<file path="src/rtl/frame_config_pkg.sv">
// Shared types and header layout for the configuration frame writer.
// The header field positions assume a 32-bit bitstream word.
package frame_config_pkg;

    typedef enum logic [1:0] {
        ST_IDLE   = 2'd0,
        ST_HEADER = 2'd1,
        ST_DATA   = 2'd2,
        ST_STROBE = 2'd3
    } state_e;

    localparam int HDR_DESYNC_BIT = 31;
    localparam int HDR_COL_LSB    = 26;
    localparam int HDR_COL_W      = 5;
    localparam int HDR_FRAME_LSB  = 21;
    localparam int HDR_FRAME_W    = 5;

    localparam logic [31:0] SYNC_WORD_DEFAULT = 32'hFAB0_FAB1;

endpackage

</file>
<file path="src/rtl/frame_config_writer_strobe.sv">
// Registered one-hot decoder from (column, frame, fire) onto the FrameStrobe lines.
// Out-of-range addresses simply decode to all zeros.
module frame_strobe_decode
    import frame_config_pkg::*;
#(
    parameter int MaxFramesPerCol = 20,
    parameter int NumberOfCols    = 16
) (
    input  logic                                CLK,
    input  logic                                RST,
    input  logic [HDR_COL_W-1:0]                col,
    input  logic [HDR_FRAME_W-1:0]              frame,
    input  logic                                fire,
    output logic [NumberOfCols*MaxFramesPerCol-1:0] strobe
);

    logic [NumberOfCols*MaxFramesPerCol-1:0] strobe_d, strobe_q;

    always_comb begin
        strobe_d = '0;
        for (int c = 0; c < NumberOfCols; c++) begin
            for (int f = 0; f < MaxFramesPerCol; f++) begin
                strobe_d[c*MaxFramesPerCol+f] = fire && (col == HDR_COL_W'(c))
                                                && (frame == HDR_FRAME_W'(f));
            end
        end
    end

    always_ff @(posedge CLK or posedge RST) begin
        if (RST) begin
            strobe_q <= '0;
        end else begin
            strobe_q <= strobe_d;
        end
    end

    assign strobe = strobe_q;

endmodule

</file>
<file path="src/rtl/frame_config_writer.sv">
// Bitstream-driven configuration frame writer: hunts for the sync word, parses
// frame headers, fills the per-row FrameData registers and pulses FrameStrobe.
module frame_config_writer
    import frame_config_pkg::*;
#(
    parameter int          FrameBitsPerRow = 32,
    parameter int          MaxFramesPerCol = 20,
    parameter int          NumberOfRows    = 16,
    parameter int          NumberOfCols    = 16,
    parameter logic [31:0] SyncWord        = SYNC_WORD_DEFAULT
) (
    input  logic                                    CLK,
    input  logic                                    RST,
    input  logic [FrameBitsPerRow-1:0]              in_data,
    input  logic                                    in_valid,
    output logic                                    in_ready,
    output logic [NumberOfRows*FrameBitsPerRow-1:0] FrameData,
    output logic [NumberOfCols*MaxFramesPerCol-1:0] FrameStrobe,
    output logic                                    cfg_active,
    output logic                                    addr_err,
    output logic [15:0]                             frame_count
);

    localparam int ROW_W = (NumberOfRows > 1) ? $clog2(NumberOfRows) : 1;
    localparam logic [ROW_W-1:0] LAST_ROW = ROW_W'(NumberOfRows - 1);

    state_e                     state_q, state_d;
    logic [ROW_W-1:0]           row_q, row_d;
    logic [HDR_COL_W-1:0]       col_q, col_d;
    logic [HDR_FRAME_W-1:0]     frame_q, frame_d;
    logic                       discard_q, discard_d;
    logic                       cfg_active_q, cfg_active_d;
    logic                       addr_err_q, addr_err_d;
    logic [15:0]                frame_count_q, frame_count_d;
    logic [FrameBitsPerRow-1:0] data_q [NumberOfRows];
    logic [FrameBitsPerRow-1:0] data_d [NumberOfRows];

    logic                   accept;
    logic                   fire;
    logic                   is_sync;
    logic [HDR_COL_W-1:0]   hdr_col;
    logic [HDR_FRAME_W-1:0] hdr_frame;
    logic                   hdr_oor;

    // in_ready depends on the state register only, never on in_valid.
    assign in_ready  = (state_q != ST_STROBE);
    assign accept    = in_valid && in_ready;
    assign is_sync   = (in_data == SyncWord);
    assign hdr_col   = in_data[HDR_COL_LSB +: HDR_COL_W];
    assign hdr_frame = in_data[HDR_FRAME_LSB +: HDR_FRAME_W];
    assign hdr_oor   = (32'(hdr_col) >= NumberOfCols) || (32'(hdr_frame) >= MaxFramesPerCol);

    always_comb begin
        state_d       = state_q;
        row_d         = row_q;
        col_d         = col_q;
        frame_d       = frame_q;
        discard_d     = discard_q;
        addr_err_d    = addr_err_q;
        frame_count_d = frame_count_q;
        data_d        = data_q;
        fire          = 1'b0;

        case (state_q)
            ST_IDLE: begin
                if (accept && is_sync) state_d = ST_HEADER;
            end
            ST_HEADER: begin
                if (accept && !is_sync) begin
                    if (in_data[HDR_DESYNC_BIT]) begin
                        state_d = ST_IDLE;
                    end else begin
                        col_d     = hdr_col;
                        frame_d   = hdr_frame;
                        row_d     = '0;
                        discard_d = hdr_oor;
                        if (hdr_oor) addr_err_d = 1'b1;
                        state_d   = ST_DATA;
                    end
                end
            end
            ST_DATA: begin
                if (accept) begin
                    data_d[row_q] = in_data;
                    if (row_q == LAST_ROW) begin
                        // Discarded frames are consumed in full but never strobed.
                        if (discard_q) begin
                            state_d = ST_HEADER;
                        end else begin
                            state_d = ST_STROBE;
                            fire    = 1'b1;
                        end
                    end else begin
                        row_d = row_q + 1'b1;
                    end
                end
            end
            ST_STROBE: begin
                state_d = ST_HEADER;
                if (frame_count_q != 16'hFFFF) frame_count_d = frame_count_q + 16'd1;
            end
            default: state_d = ST_IDLE;
        endcase

        cfg_active_d = (state_d != ST_IDLE);
    end

    always_ff @(posedge CLK or posedge RST) begin
        if (RST) begin
            state_q       <= ST_IDLE;
            row_q         <= '0;
            col_q         <= '0;
            frame_q       <= '0;
            discard_q     <= 1'b0;
            cfg_active_q  <= 1'b0;
            addr_err_q    <= 1'b0;
            frame_count_q <= '0;
            for (int r = 0; r < NumberOfRows; r++) data_q[r] <= '0;
        end else begin
            state_q       <= state_d;
            row_q         <= row_d;
            col_q         <= col_d;
            frame_q       <= frame_d;
            discard_q     <= discard_d;
            cfg_active_q  <= cfg_active_d;
            addr_err_q    <= addr_err_d;
            frame_count_q <= frame_count_d;
            data_q        <= data_d;
        end
    end

    frame_strobe_decode #(
        .MaxFramesPerCol (MaxFramesPerCol),
        .NumberOfCols    (NumberOfCols)
    ) u_strobe (
        .CLK    (CLK),
        .RST    (RST),
        .col    (col_q),
        .frame  (frame_q),
        .fire   (fire),
        .strobe (FrameStrobe)
    );

    for (genvar r = 0; r < NumberOfRows; r++) begin : g_rows
        assign FrameData[r*FrameBitsPerRow +: FrameBitsPerRow] = data_q[r];
    end

    assign cfg_active  = cfg_active_q;
    assign addr_err    = addr_err_q;
    assign frame_count = frame_count_q;

endmodule

</file>
<file path="config.mk">
export PLATFORM = sky130hd
export DESIGN_NAME = frame_config_writer
export DESIGN_NICKNAME = d
export VERILOG_FILES = /design/src/rtl/frame_config_pkg.sv /design/src/rtl/frame_config_writer_strobe.sv /design/src/rtl/frame_config_writer.sv
export SDC_FILE = /design/constraint.sdc
export NUM_CORES = 1
export LEC_CHECK = 0
export ABC_AREA = 1
export CORE_AREA = 2 2 342 344
export CTS_CLUSTER_SIZE = 24
export DETAILED_ROUTE_END_ITERATION = 10
export DIE_AREA = 0 0 344 346
export GPL_TIMING_DRIVEN = 1
export SETUP_SLACK_MARGIN = 0.1
export SLEW_MARGIN = 20
export SYNTH_ARGS = -nofsm -noshare
export SYNTH_HDL_FRONTEND = slang
export SYNTH_HIERARCHICAL = 1
export SYNTH_SLANG_ARGS = --single-unit
</file>
<file path="constraint.sdc">
create_clock -name CLK -period 34 [get_ports CLK]
set_clock_uncertainty 0.1 [all_clocks]
set_input_delay 3.4 -clock CLK [delete_from_list [all_inputs] [get_ports CLK]]
set_output_delay 3.4 -clock CLK [all_outputs]
set_load 0.01 [all_outputs]
</file>
==> metrics.csv <==
stage;metric;value;unit
synth;synth_warnings;6;
flow_run;maxCapViolations;0;
global_routing;grt_pass1_wl;162000;um
cts;numCtsBuffers;94;
worst_setup_path;slowest_stage;buf_4;
cts;cts_resized;0;
synth;ys_types;29;
sta;period_share;19.8;%
cts;root_buffer;clkbuf_16;
power_and_ir_drop;p_leak;19.4;nW
worst_setup_path;crit_path_frequent_cell;buf_4;
synth;synth.avg_cell_area;12.1;um^2
sta;fmax;149;MHz
synth;synth_seq_cells;867;
global_routing;first_global_vias;21663;
worst_setup_path;max_stage_delay;0.85;ns
final_layout;most-common-layout-cells;885 x clkdlybuf4s50_1, 867 x dfrtp_1, 684 x nor2_1;
synth;synth_xor_area_share;0.464;%
placement;placed_cell_area;40600;um^2
detailed_routing;routed.top_layer;met4;
worst_setup_path;critPathLaunchType;primary input;
global_routing;grtUsageTotal;18.9;%
die;initial_core_util;26.2;%
die;die_h;346;um
final_layout;nets;3397;
worst_setup_path;crit_buf_inv;5;
detailed_routing;drc_errors;0;
final_layout;fill_cells;11172;
cts;clk_latency;0.67;ns
cts;cts.sinks;867;
synth;netlist_area;30200;um^2
detailed_routing;ant_nets;0;
die;row_count;125;
detailed_routing;wl_met3;10400;um
detailed_routing;via_count;21502;
sta;finalMaxSlewViolations;0;
worst_setup_path;worstSetupPathType;in -> async;
detailed_routing;via_per_inst;4.34;
cts;clk_pin_slew;0.06;ns
sta;report.final.setup_viol;0;
synth;yosys.area.top_type_share;71.8;%
synth;netlist_instances;2489;
power_and_ir_drop;power_density;76.6;nW/um^2
worst_setup_path;worstPathCellList;clkdlybuf4s50_1, inv_8, buf_4, buf_4, buf_4;
synth;yosys-top-cells-area;dfrtp_1 72%, nor2_1 8.5%, a21oi_1 5.3%;
final_layout;layout_commonest_cell;clkdlybuf4s50_1;
cts;cts_max_level;3;
die;fp.coreArea;115000;um^2
cts;cts_tree;done;
detailed_routing;wl_met1;43700;um
sta;tightestPinTransition;1.19;ns
power_and_ir_drop;irDropWorstVdd;0.0518;mV
detailed_routing;route.met2.wl;56700;um
sta;rsz0062_at_grt;false;
synth;ys_seq_area_share;71.8;%
placement;gp_congestion;0.808;
synth;yosys.area_share.adder;0.207;%
synth;yosysTopAreaCell;dfrtp_1;
final_layout;final_area;43700;um^2
synth;synth_compound_area_share;5.61;%
sta;slew_headroom;20.4;%
synth;synth_top_family_by_area;simple AND/OR/NAND/NOR gates;
die;die-area;119000;um^2
final_layout;syn_to_final_growth;44.8;%
worst_setup_path;required;34.57;ns
die;ios;886;
die;die_w;344;um
synth;muxShareOfSynthArea;7.15;%
synth;synthesis.nets;2529;
global_routing;antenna_found_initial;1;
cts;cts_max_path_buffers;3;
hold_path;min_path_type;reg -> reg;
sta;final.min_clock_period;6.72;ns
worst_setup_path;cpLargestDelayFamily;buffers and inverters;
sta;fin_tns_setup;0;ns
global_routing;grt_start_max_net_pins;125;
placement;io_buffers;885;
global_routing;gr-total-overflow;0;
worst_setup_path;cp-end-kind;asynchronous set/reset pin;
worst_setup_path;arrival;7.30;ns
final_layout;drive_gt1_share;11.3;%
detailed_routing;firstDrtPassIters;5;
cts;cts_setup_buffers;0;
detailed_routing;wl_per_cell;23.1;um
worst_setup_path;crit_fanout;124;
sta;hold_violations;0;
cts;hold_buffers;0;
outcome;status;finished, final reports clean;
detailed_routing;drtIter0Drc;1113;
synth;synthSimpleGateAreaFrac;11.2;%
detailed_routing;wirelength;115000;um
placement;dp.final_hpwl;79800;um
==> final timing paths <==
check / startpoint / endpoint / slack [ns] / depth (start not counted)
min in group asynchronous: RST / u_strobe/strobe[186]$_DFF_PP0_ / 3.25 / 2
setup reg to reg: row_q[0]$_DFFE_PP0P_ / u_strobe/strobe[45]$_DFF_PP0_ / 29.97 / 9
setup / recovery: RST / FrameData[10]$_DFFE_PP0P_ / 27.28 / 5
hold / removal: FrameData[383]$_DFFE_PP0P_ / FrameData[383]$_DFFE_PP0P_ / 0.39 / 1
hold reg to reg: FrameData[383]$_DFFE_PP0P_ / FrameData[383]$_DFFE_PP0P_ / 0.39 / 1
max in group CLK: in_valid / u_strobe/strobe[45]$_DFF_PP0_ / 27.47 / 9
==> stage by stage <==
| step | instances | worst slack [ns] | power (mW) | utilization [%] | hold WS (ns) |
|---|---|---|---|---|---|
| floorplan | 2489 | 15.21 | 1.74 | - | 0.372 |
| global placement | 4785 | 26.42 | 2.33 | 35.2 | 0.366 |
| detailed placement | 4785 | 26.45 | 2.34 | 35.2 | 0.374 |
| CTS | 4952 | 27.15 | 3.39 | 37.9 | 0.390 |
| global route | 4953 | 26.76 | 3.52 | 37.9 | 0.401 |
| finish | 4953 | 27.28 | 3.35 | 37.9 | 0.385 |
==> registers in the layout, indices dropped and copies added, names as in the netlist <==
name             flops
FrameData          512
u_strobe/strobe    320
frame_count         16
col_q                5
frame_q              5
row_q                4
state_q              2
addr_err             1
cfg_active           1
discard_q            1
==> power breakdown <==
| part | switching [mW] | internal, mW | leakage [nW] |
|---|---|---|---|
| clock network | 0.437 | 0.592 | 1.55 |
| logic | 0.465 | 0.483 | 6.27 |
| registers | 0.125 | 1.25 | 11.6 |
| total | 1.03 | 2.33 | 19.4 |
==> per-layer routing <==
| metal | track usage [%] | vias to the layer above |
|---|---|---|
| li1 | - | 9743 |
| met1 | 21.5 | 10767 |
| met2 | 32.3 | 816 |
| met3 | 6.94 | 176 |
| met4 | 6.69 | 0 |
| met5 | 0 | - |
==> synthesized netlist by cell type, drive strengths merged <==
| library cell | instances |
|---|---|
| clkinv | 21 |
| o22ai | 1 |
| dfrtp | 867 |
| mux2 | 192 |
| nand4 | 6 |
| nand2 | 90 |
| nor2 | 702 |
| nand3b | 1 |
| clkbuf | 46 |
| inv | 42 |
| nor3 | 4 |
| o21ai | 12 |
| a21oi | 321 |
| ha | 5 |
| o21bai | 1 |
| xor2 | 14 |
| buf | 123 |
| xnor2 | 2 |
| nand3 | 38 |
| a311o | 1 |
==> cell families (layout without fill, tap and decap cells) <==
family | after synthesis | after routing
XOR/XNOR | 16 | 16
AO/OA/AOI/OAI | 336 | 336
other | 0 | 1
flip-flops | 867 | 867
AND/OR/NAND/NOR | 841 | 841
multiplexers | 192 | 192
adder cells (fa/ha/maj) | 5 | 5
buffers and inverters | 232 | 1171
==> area by class of cell <==
| cell class | instances | area [um^2] | share of cell area, % |
|---|---|---|---|
| Inverter | 63 | 256 | 0.586 |
| Clock inverter | 37 | 449 | 1.03 |
| Timing Repair Buffer | 941 | 9280 | 21.2 |
| Multi-Input combinational cell | 1390 | 7450 | 17.0 |
| Tap cell | 1524 | 1910 | 4.36 |
| Clock buffer | 130 | 2710 | 6.19 |
| Sequential cell | 867 | 21700 | 49.6 |
| Antenna cell | 1 | 2.50 | 0.00572 |
Power figures use the tool's default switching activity.
